<file path="src/rtl/video_timing_pkg.sv">
// Shared encodings for the video timing generator: phase states and pattern selects.
package video_timing_pkg;

   // Phase order within a line (horizontal) or a frame (vertical).
   typedef enum logic [1:0] {
      PhActive = 2'd0,
      PhFp     = 2'd1,
      PhSync   = 2'd2,
      PhBp     = 2'd3
   } phase_e;

   // Test pattern selection.
   typedef enum logic [1:0] {
      PatHRamp   = 2'd0,
      PatVRamp   = 2'd1,
      PatChecker = 2'd2,
      PatSolid   = 2'd3
   } pattern_e;

endpackage

</file>
<file path="src/rtl/video_timing_cnt.sv">
// Four-phase length counter: walks ACTIVE -> FP -> SYNC -> BP, one step per advance.
// Phase lengths must already be non-zero; wrap_o flags the last count of BP.
module video_timing_cnt
   import video_timing_pkg::*;
#(
   parameter int unsigned CNT_WIDTH = 12
) (
   input  logic                 clk,
   input  logic                 rst,
   input  logic                 adv_i,
   input  logic [CNT_WIDTH-1:0] active_len_i,
   input  logic [CNT_WIDTH-1:0] fp_len_i,
   input  logic [CNT_WIDTH-1:0] sync_len_i,
   input  logic [CNT_WIDTH-1:0] bp_len_i,
   output phase_e               phase_o,
   output logic [CNT_WIDTH-1:0] cnt_o,
   output logic                 wrap_o
);

   phase_e               r_phase;
   phase_e               w_next_phase;
   logic [CNT_WIDTH-1:0] r_cnt;
   logic [CNT_WIDTH-1:0] w_len;
   logic                 w_last;

   // Select the length of the current phase and the phase that follows it.
   always_comb begin
      w_len        = active_len_i;
      w_next_phase = PhFp;
      unique case (r_phase)
         PhActive: begin w_len = active_len_i; w_next_phase = PhFp;     end
         PhFp:     begin w_len = fp_len_i;     w_next_phase = PhSync;   end
         PhSync:   begin w_len = sync_len_i;   w_next_phase = PhBp;     end
         PhBp:     begin w_len = bp_len_i;     w_next_phase = PhActive; end
         default:  begin w_len = active_len_i; w_next_phase = PhFp;     end
      endcase
   end

   assign w_last = (r_cnt == (w_len - CNT_WIDTH'(1)));

   // Count within the phase; step to the next phase on its last count.
   always_ff @(posedge clk) begin
      if (rst) begin
         r_phase <= PhActive;
         r_cnt   <= '0;
      end else if (adv_i) begin
         if (w_last) begin
            r_phase <= w_next_phase;
            r_cnt   <= '0;
         end else begin
            r_cnt <= r_cnt + CNT_WIDTH'(1);
         end
      end
   end

   assign phase_o = r_phase;
   assign cnt_o   = r_cnt;
   assign wrap_o  = (r_phase == PhBp) && w_last;

endmodule

</file>
<file path="src/rtl/video_pattern_gen.sv">
// Programmable video timing and test pattern generator. Configuration is shadowed at
// frame start; all outputs are registered one cycle after the internal position.
module video_pattern_gen
   import video_timing_pkg::*;
#(
   parameter int unsigned DATA_WIDTH  = 8,
   parameter int unsigned CNT_WIDTH   = 12,
   parameter int unsigned CHECK_SHIFT = 3
) (
   input  logic                  clk,
   input  logic                  rst,
   input  logic                  en_i,
   input  logic [CNT_WIDTH-1:0]  h_active_i,
   input  logic [CNT_WIDTH-1:0]  h_fp_i,
   input  logic [CNT_WIDTH-1:0]  h_sync_i,
   input  logic [CNT_WIDTH-1:0]  h_bp_i,
   input  logic [CNT_WIDTH-1:0]  v_active_i,
   input  logic [CNT_WIDTH-1:0]  v_fp_i,
   input  logic [CNT_WIDTH-1:0]  v_sync_i,
   input  logic [CNT_WIDTH-1:0]  v_bp_i,
   input  logic [1:0]            pattern_i,
   input  logic [DATA_WIDTH-1:0] solid_i,
   output logic [DATA_WIDTH-1:0] do_o,
   output logic                  de_o,
   output logic                  hs_o,
   output logic                  vs_o,
   output logic                  sof_o
);

   // Zero-length phases run for one cycle/line.
   function automatic logic [CNT_WIDTH-1:0] fix_len(input logic [CNT_WIDTH-1:0] len);
      return (len == '0) ? CNT_WIDTH'(1) : len;
   endfunction

   logic [CNT_WIDTH-1:0]  r_h_active, r_h_fp, r_h_sync, r_h_bp;
   logic [CNT_WIDTH-1:0]  r_v_active, r_v_fp, r_v_sync, r_v_bp;
   pattern_e              r_pattern;
   logic [DATA_WIDTH-1:0] r_solid;
   logic                  r_run;

   phase_e                w_h_phase, w_v_phase;
   logic [CNT_WIDTH-1:0]  w_h_cnt, w_v_cnt;
   logic                  w_h_wrap, w_v_wrap;
   logic                  w_boundary;
   logic                  w_de, w_hs, w_vs, w_sof;
   logic [DATA_WIDTH-1:0] w_pix;

   // Idle counts as a frame boundary, so en_i is watched every cycle while stopped.
   assign w_boundary = ~r_run | (w_h_wrap & w_v_wrap);

   // Shadow configuration, refreshed only at frame boundaries.
   always_ff @(posedge clk) begin
      if (rst) begin
         r_h_active <= CNT_WIDTH'(1);
         r_h_fp     <= CNT_WIDTH'(1);
         r_h_sync   <= CNT_WIDTH'(1);
         r_h_bp     <= CNT_WIDTH'(1);
         r_v_active <= CNT_WIDTH'(1);
         r_v_fp     <= CNT_WIDTH'(1);
         r_v_sync   <= CNT_WIDTH'(1);
         r_v_bp     <= CNT_WIDTH'(1);
         r_pattern  <= PatHRamp;
         r_solid    <= '0;
      end else if (w_boundary) begin
         r_h_active <= fix_len(h_active_i);
         r_h_fp     <= fix_len(h_fp_i);
         r_h_sync   <= fix_len(h_sync_i);
         r_h_bp     <= fix_len(h_bp_i);
         r_v_active <= fix_len(v_active_i);
         r_v_fp     <= fix_len(v_fp_i);
         r_v_sync   <= fix_len(v_sync_i);
         r_v_bp     <= fix_len(v_bp_i);
         r_pattern  <= pattern_e'(pattern_i);
         r_solid    <= solid_i;
      end
   end

   // Run flag: decides at each frame boundary whether another frame follows.
   always_ff @(posedge clk) begin
      if (rst) begin
         r_run <= 1'b0;
      end else if (w_boundary) begin
         r_run <= en_i;
      end
   end

   video_timing_cnt #(
      .CNT_WIDTH (CNT_WIDTH)
   ) u_h_cnt (
      .clk          (clk),
      .rst          (rst),
      .adv_i        (r_run),
      .active_len_i (r_h_active),
      .fp_len_i     (r_h_fp),
      .sync_len_i   (r_h_sync),
      .bp_len_i     (r_h_bp),
      .phase_o      (w_h_phase),
      .cnt_o        (w_h_cnt),
      .wrap_o       (w_h_wrap)
   );

   video_timing_cnt #(
      .CNT_WIDTH (CNT_WIDTH)
   ) u_v_cnt (
      .clk          (clk),
      .rst          (rst),
      .adv_i        (r_run & w_h_wrap),
      .active_len_i (r_v_active),
      .fp_len_i     (r_v_fp),
      .sync_len_i   (r_v_sync),
      .bp_len_i     (r_v_bp),
      .phase_o      (w_v_phase),
      .cnt_o        (w_v_cnt),
      .wrap_o       (w_v_wrap)
   );

   // Decode the current position into sync flags and pixel value.
   always_comb begin
      w_de  = (w_h_phase == PhActive) && (w_v_phase == PhActive);
      w_hs  = (w_h_phase == PhSync);
      w_vs  = (w_v_phase == PhSync);
      w_sof = w_de && (w_h_cnt == '0) && (w_v_cnt == '0);
      w_pix = '0;
      if (w_de) begin
         unique case (r_pattern)
            PatHRamp:   w_pix = DATA_WIDTH'(w_h_cnt);
            PatVRamp:   w_pix = DATA_WIDTH'(w_v_cnt);
            PatChecker: w_pix = (w_h_cnt[CHECK_SHIFT] ^ w_v_cnt[CHECK_SHIFT]) ? '1 : '0;
            PatSolid:   w_pix = r_solid;
            default:    w_pix = '0;
         endcase
      end
   end

   // Output register; forced low while idle or in reset.
   always_ff @(posedge clk) begin
      if (rst || !r_run) begin
         do_o  <= '0;
         de_o  <= 1'b0;
         hs_o  <= 1'b0;
         vs_o  <= 1'b0;
         sof_o <= 1'b0;
      end else begin
         do_o  <= w_pix;
         de_o  <= w_de;
         hs_o  <= w_hs;
         vs_o  <= w_vs;
         sof_o <= w_sof;
      end
   end

endmodule
</file>
<file path="config.mk">
export PLATFORM = sky130hd
export DESIGN_NAME = video_pattern_gen
export DESIGN_NICKNAME = d
export VERILOG_FILES = /design/src/rtl/video_timing_pkg.sv /design/src/rtl/video_timing_cnt.sv /design/src/rtl/video_pattern_gen.sv
export SDC_FILE = /design/constraint.sdc
export NUM_CORES = 1
export LEC_CHECK = 0
export ABC_AREA = 1
export CELL_PAD_IN_SITES_DETAIL_PLACEMENT = 1
export CELL_PAD_IN_SITES_GLOBAL_PLACEMENT = 2
export CORE_MARGIN = 2
export CORE_UTILIZATION = 38
export CTS_BUF_LIST = sky130_fd_sc_hd__clkbuf_8
export CTS_CLUSTER_DIAMETER = 40
export DETAILED_ROUTE_END_ITERATION = 10
export DONT_BUFFER_PORTS = 1
export MAX_ROUTING_LAYER = met4
export PLACE_DENSITY = 0.93
export SETUP_SLACK_MARGIN = 0.1
export SYNTH_ARGS = -nofsm -noshare
export SYNTH_HDL_FRONTEND = slang
export SYNTH_SLANG_ARGS = --single-unit
</file>
<file path="constraint.sdc">
create_clock -name clk -period 4.54 [get_ports clk]
set_input_delay 0.454 -clock clk [delete_from_list [all_inputs] [get_ports clk]]
set_output_delay 0.454 -clock clk [all_outputs]
set_load 0.01 [all_outputs]
</file>
==> flow_summary.yaml <==
min_path:
  min_path_type: "in2reg"
  hold_start: "rst"
  hold_path_depth: 1
pwr:
  leakage_nw: 4.224
  ir_worst_vdd_mv: 0.1266
  p_total_mw: 2.918
  power_density_mw_per_mm2: 311.2
clock_network:
  htreeDepth: 4
  numClockSinks: 147
  hold_buffers: 0
  max-clock-path-buffers: 2
  clock_latency_ps: 480
  root_buffer: "clkbuf_8"
  cts_tree: "done"
  clk_pin_slew_worst_paths_ps: 90
  postCtsSetupBuffers: 0
  cts_resized: 0
  cts_buffers: 17
timing:
  hold_viol: 0
  finalSetupViolCount: 0
  tns_ps: 0
  fin_hold_ws_ps: 46.78
  slew_violations: 0
  slew_headroom_pct: 27.12
  skew_ps: 25.13
  tightestPinTransition_ps: 1093
  worst_slack_ps: 517.0
  rsz0062_at_grt: "false"
  min_period_over_period_pct: 88.61
  clock.fmax_mhz: 248.6
  period_minus_slack_ps: 4023
floorplan:
  io_pins: 121
  fp.dieArea_mm2: 0.02442
  num_rows: 55
  initial_core_util_pct: 38.79
  die_h_um: 156.3
  core-area_mm2: 0.02271
  die_w_um: 156.3
critical_path:
  cp.required_ps: 4850
  setup.worst_path.start: "u_v_cnt.phase_o[0]$_SDFFE_PP0P_"
  worstRegToRegCells: 20
  path_max_fanout: 36
  crit_arrival_ps: 4330
  end_kind: "flip-flop"
  worstReg2RegStart: "u_v_cnt.phase_o[0]$_SDFFE_PP0P_"
  worstSetupPathType: "reg2reg"
  startpoint_type: "flip-flop"
routing:
  drt-initial-drc-count: 464
  ant_nets: 0
  wl_um: 28090
  vias: 8844
  drtPass1Iterations: 7
  drcViolationCount: 0
  via_per_inst: 5.239
  wl_per_cell_um: 16.64
synthesis:
  postSynth.asyncResetShare_pct: 0
  netlist_instances: 1423
  synth_nets: 1547
  synth_area_mm2: 0.008810
  ys_seq_area_share_pct: 33.40
  synth_ff_type: "dfxtp_1"
  yosysMostFrequentCell: "nand2_1"
  synth-seq-cells: 147
  synth_area_leaders: "dfxtp_1, nand2_1, nor2_1"
  avgSynthCellArea_um2: 6.191
  yosysTopAreaCell: "dfxtp_1"
  synthTopCellsByCount: "nand2_1, nor2_1, nand3_1"
  yosys.cell_types.count: 40
  yosysWarnings: 0
  synth_enable_flop_cells: 0
  yosysTopAreaCellShare_pct: 33.40
grt:
  grt_pass1_wl_um: 45830
  grt_max_degree: 92
  grt_pass1_vias: 9104
  grt_use_total_pct: 24.30
  antenna_found_initial: 0
  grt_overflow: 0
final_layout:
  num-nets-final: 1514
  multi_input_comb_area_mm2: 0.004931
  area_growth_pct: 6.434
  drive_gt1_share_pct: 6.700
  regArea_mm2: 0.002947
  diodes: 0
  fill_cells: 3116
  finalNonFillerCells: 1688
flow_run:
  drv_cap: 0
run_status:
  status: "finished, final reports clean"
place:
  gp_congestion: 0.8887
  place_ws_ps: 600.8
  dp_hpwl_um: 20910
  io_buffer_count: 0
  post-place-cells: 1656
-- critical path: stages, from the launching register on --
cell and delay (ps):
dfxtp_1 390, inv_1 100, ha_1 400, nand2_1 140, nand2_1 90, o21ai_1 260, ha_1 290, xnor2_1 170
o21bai_1 150, nand2_1 70, nor2_1 110, nand2_1 90, nor2_1 100, nand3_1 80, nor2_1 140, nand2_1 60
nor2_1 240, nand3_4 400, buf_12 330, nand3_1 130, nand3_1 110
-- path summary, 6_finish.rpt --
check,to,slack (ps)
worst max register to register,r_h_sync[0]$_SDFFE_PP1P_,520
worst max-delay path,r_h_sync[0]$_SDFFE_PP1P_,520
worst min register to register,r_v_active[0]$_SDFFE_PP1P_,510
worst min-delay path,r_run$_SDFFE_PP0P_,50
-- cells in the final DEF (no fill, tap or decap), types with 15 or more instances in the layout --
| master | Yosys | final |
|---|---|---|
| nor4_1 | 31 | 31 |
| nand3_2 | 16 | 15 |
| clkbuf_8 | 0 | 17 |
| inv_1 | 159 | 159 |
| ha_1 | 15 | 15 |
| nor2_1 | 265 | 265 |
| xor2_1 | 20 | 20 |
| o21ai_0 | 17 | 17 |
| nand4_1 | 15 | 15 |
| nand3_1 | 167 | 167 |
| a21oi_1 | 38 | 38 |
| nand2_1 | 387 | 387 |
| dfxtp_1 | 147 | 146 |
-- registers in the layout, indices dropped and copies added (netlist names) --
register / cells
r_h_sync: 12
u_v_cnt.cnt_o: 12
r_h_bp: 12
do_o: 8
r_pattern: 2
r_h_fp: 12
u_v_cnt.phase_o: 2
vs_o: 1
r_h_active: 12
r_run: 1
sof_o: 1
u_h_cnt.cnt_o: 12
r_v_active: 12
r_v_fp: 12
r_solid: 8
u_h_cnt.phase_o: 2
hs_o: 1
r_v_sync: 12
r_v_bp: 12
de_o: 1
-- cell type report --
| class | count | area share [%] |
|---|---|---|
| clock inverter | 15 | 1.535 |
| timing repair buffer | 13 | 1.575 |
| tap | 285 | 3.803 |
| clock buffer | 17 | 2.495 |
| multi-input combinational | 1047 | 52.59 |
| inverter | 164 | 6.579 |
| sequential | 147 | 31.43 |
-- cells by family after synthesis --
kind of cell	synth area share (%)
AO/OA/AOI/OAI	6.760
XOR/XNOR	2.386
adder cells (fa/ha/maj)	2.130
buffers and inverters	10.71
flip-flops	33.40
AND/OR/NAND/NOR	44.61
-- metrics by stage --
stage	utilization, %	cell area [um2]
CTS	41.29	9376
global placement	39.63	8999
global route	41.29	9376
floorplan	-	8810
finish	41.29	9376
detailed placement	39.63	8999
-- power breakdown --
group / internal [mW] / switching [mW] / leakage, nW
sequential: 1.37 / 0.0496 / 1.22
clock: 0.405 / 0.609 / 0.191
combinational: 0.166 / 0.321 / 2.82
-- layer usage --
layer,GRT usage [%],routed length (um)
met5,-,0
met4,7.165,490
met3,4.569,1159
met2,38.20,12950
met1,31.84,13490
No activity file was read; power rests on OpenSTA's default activity.
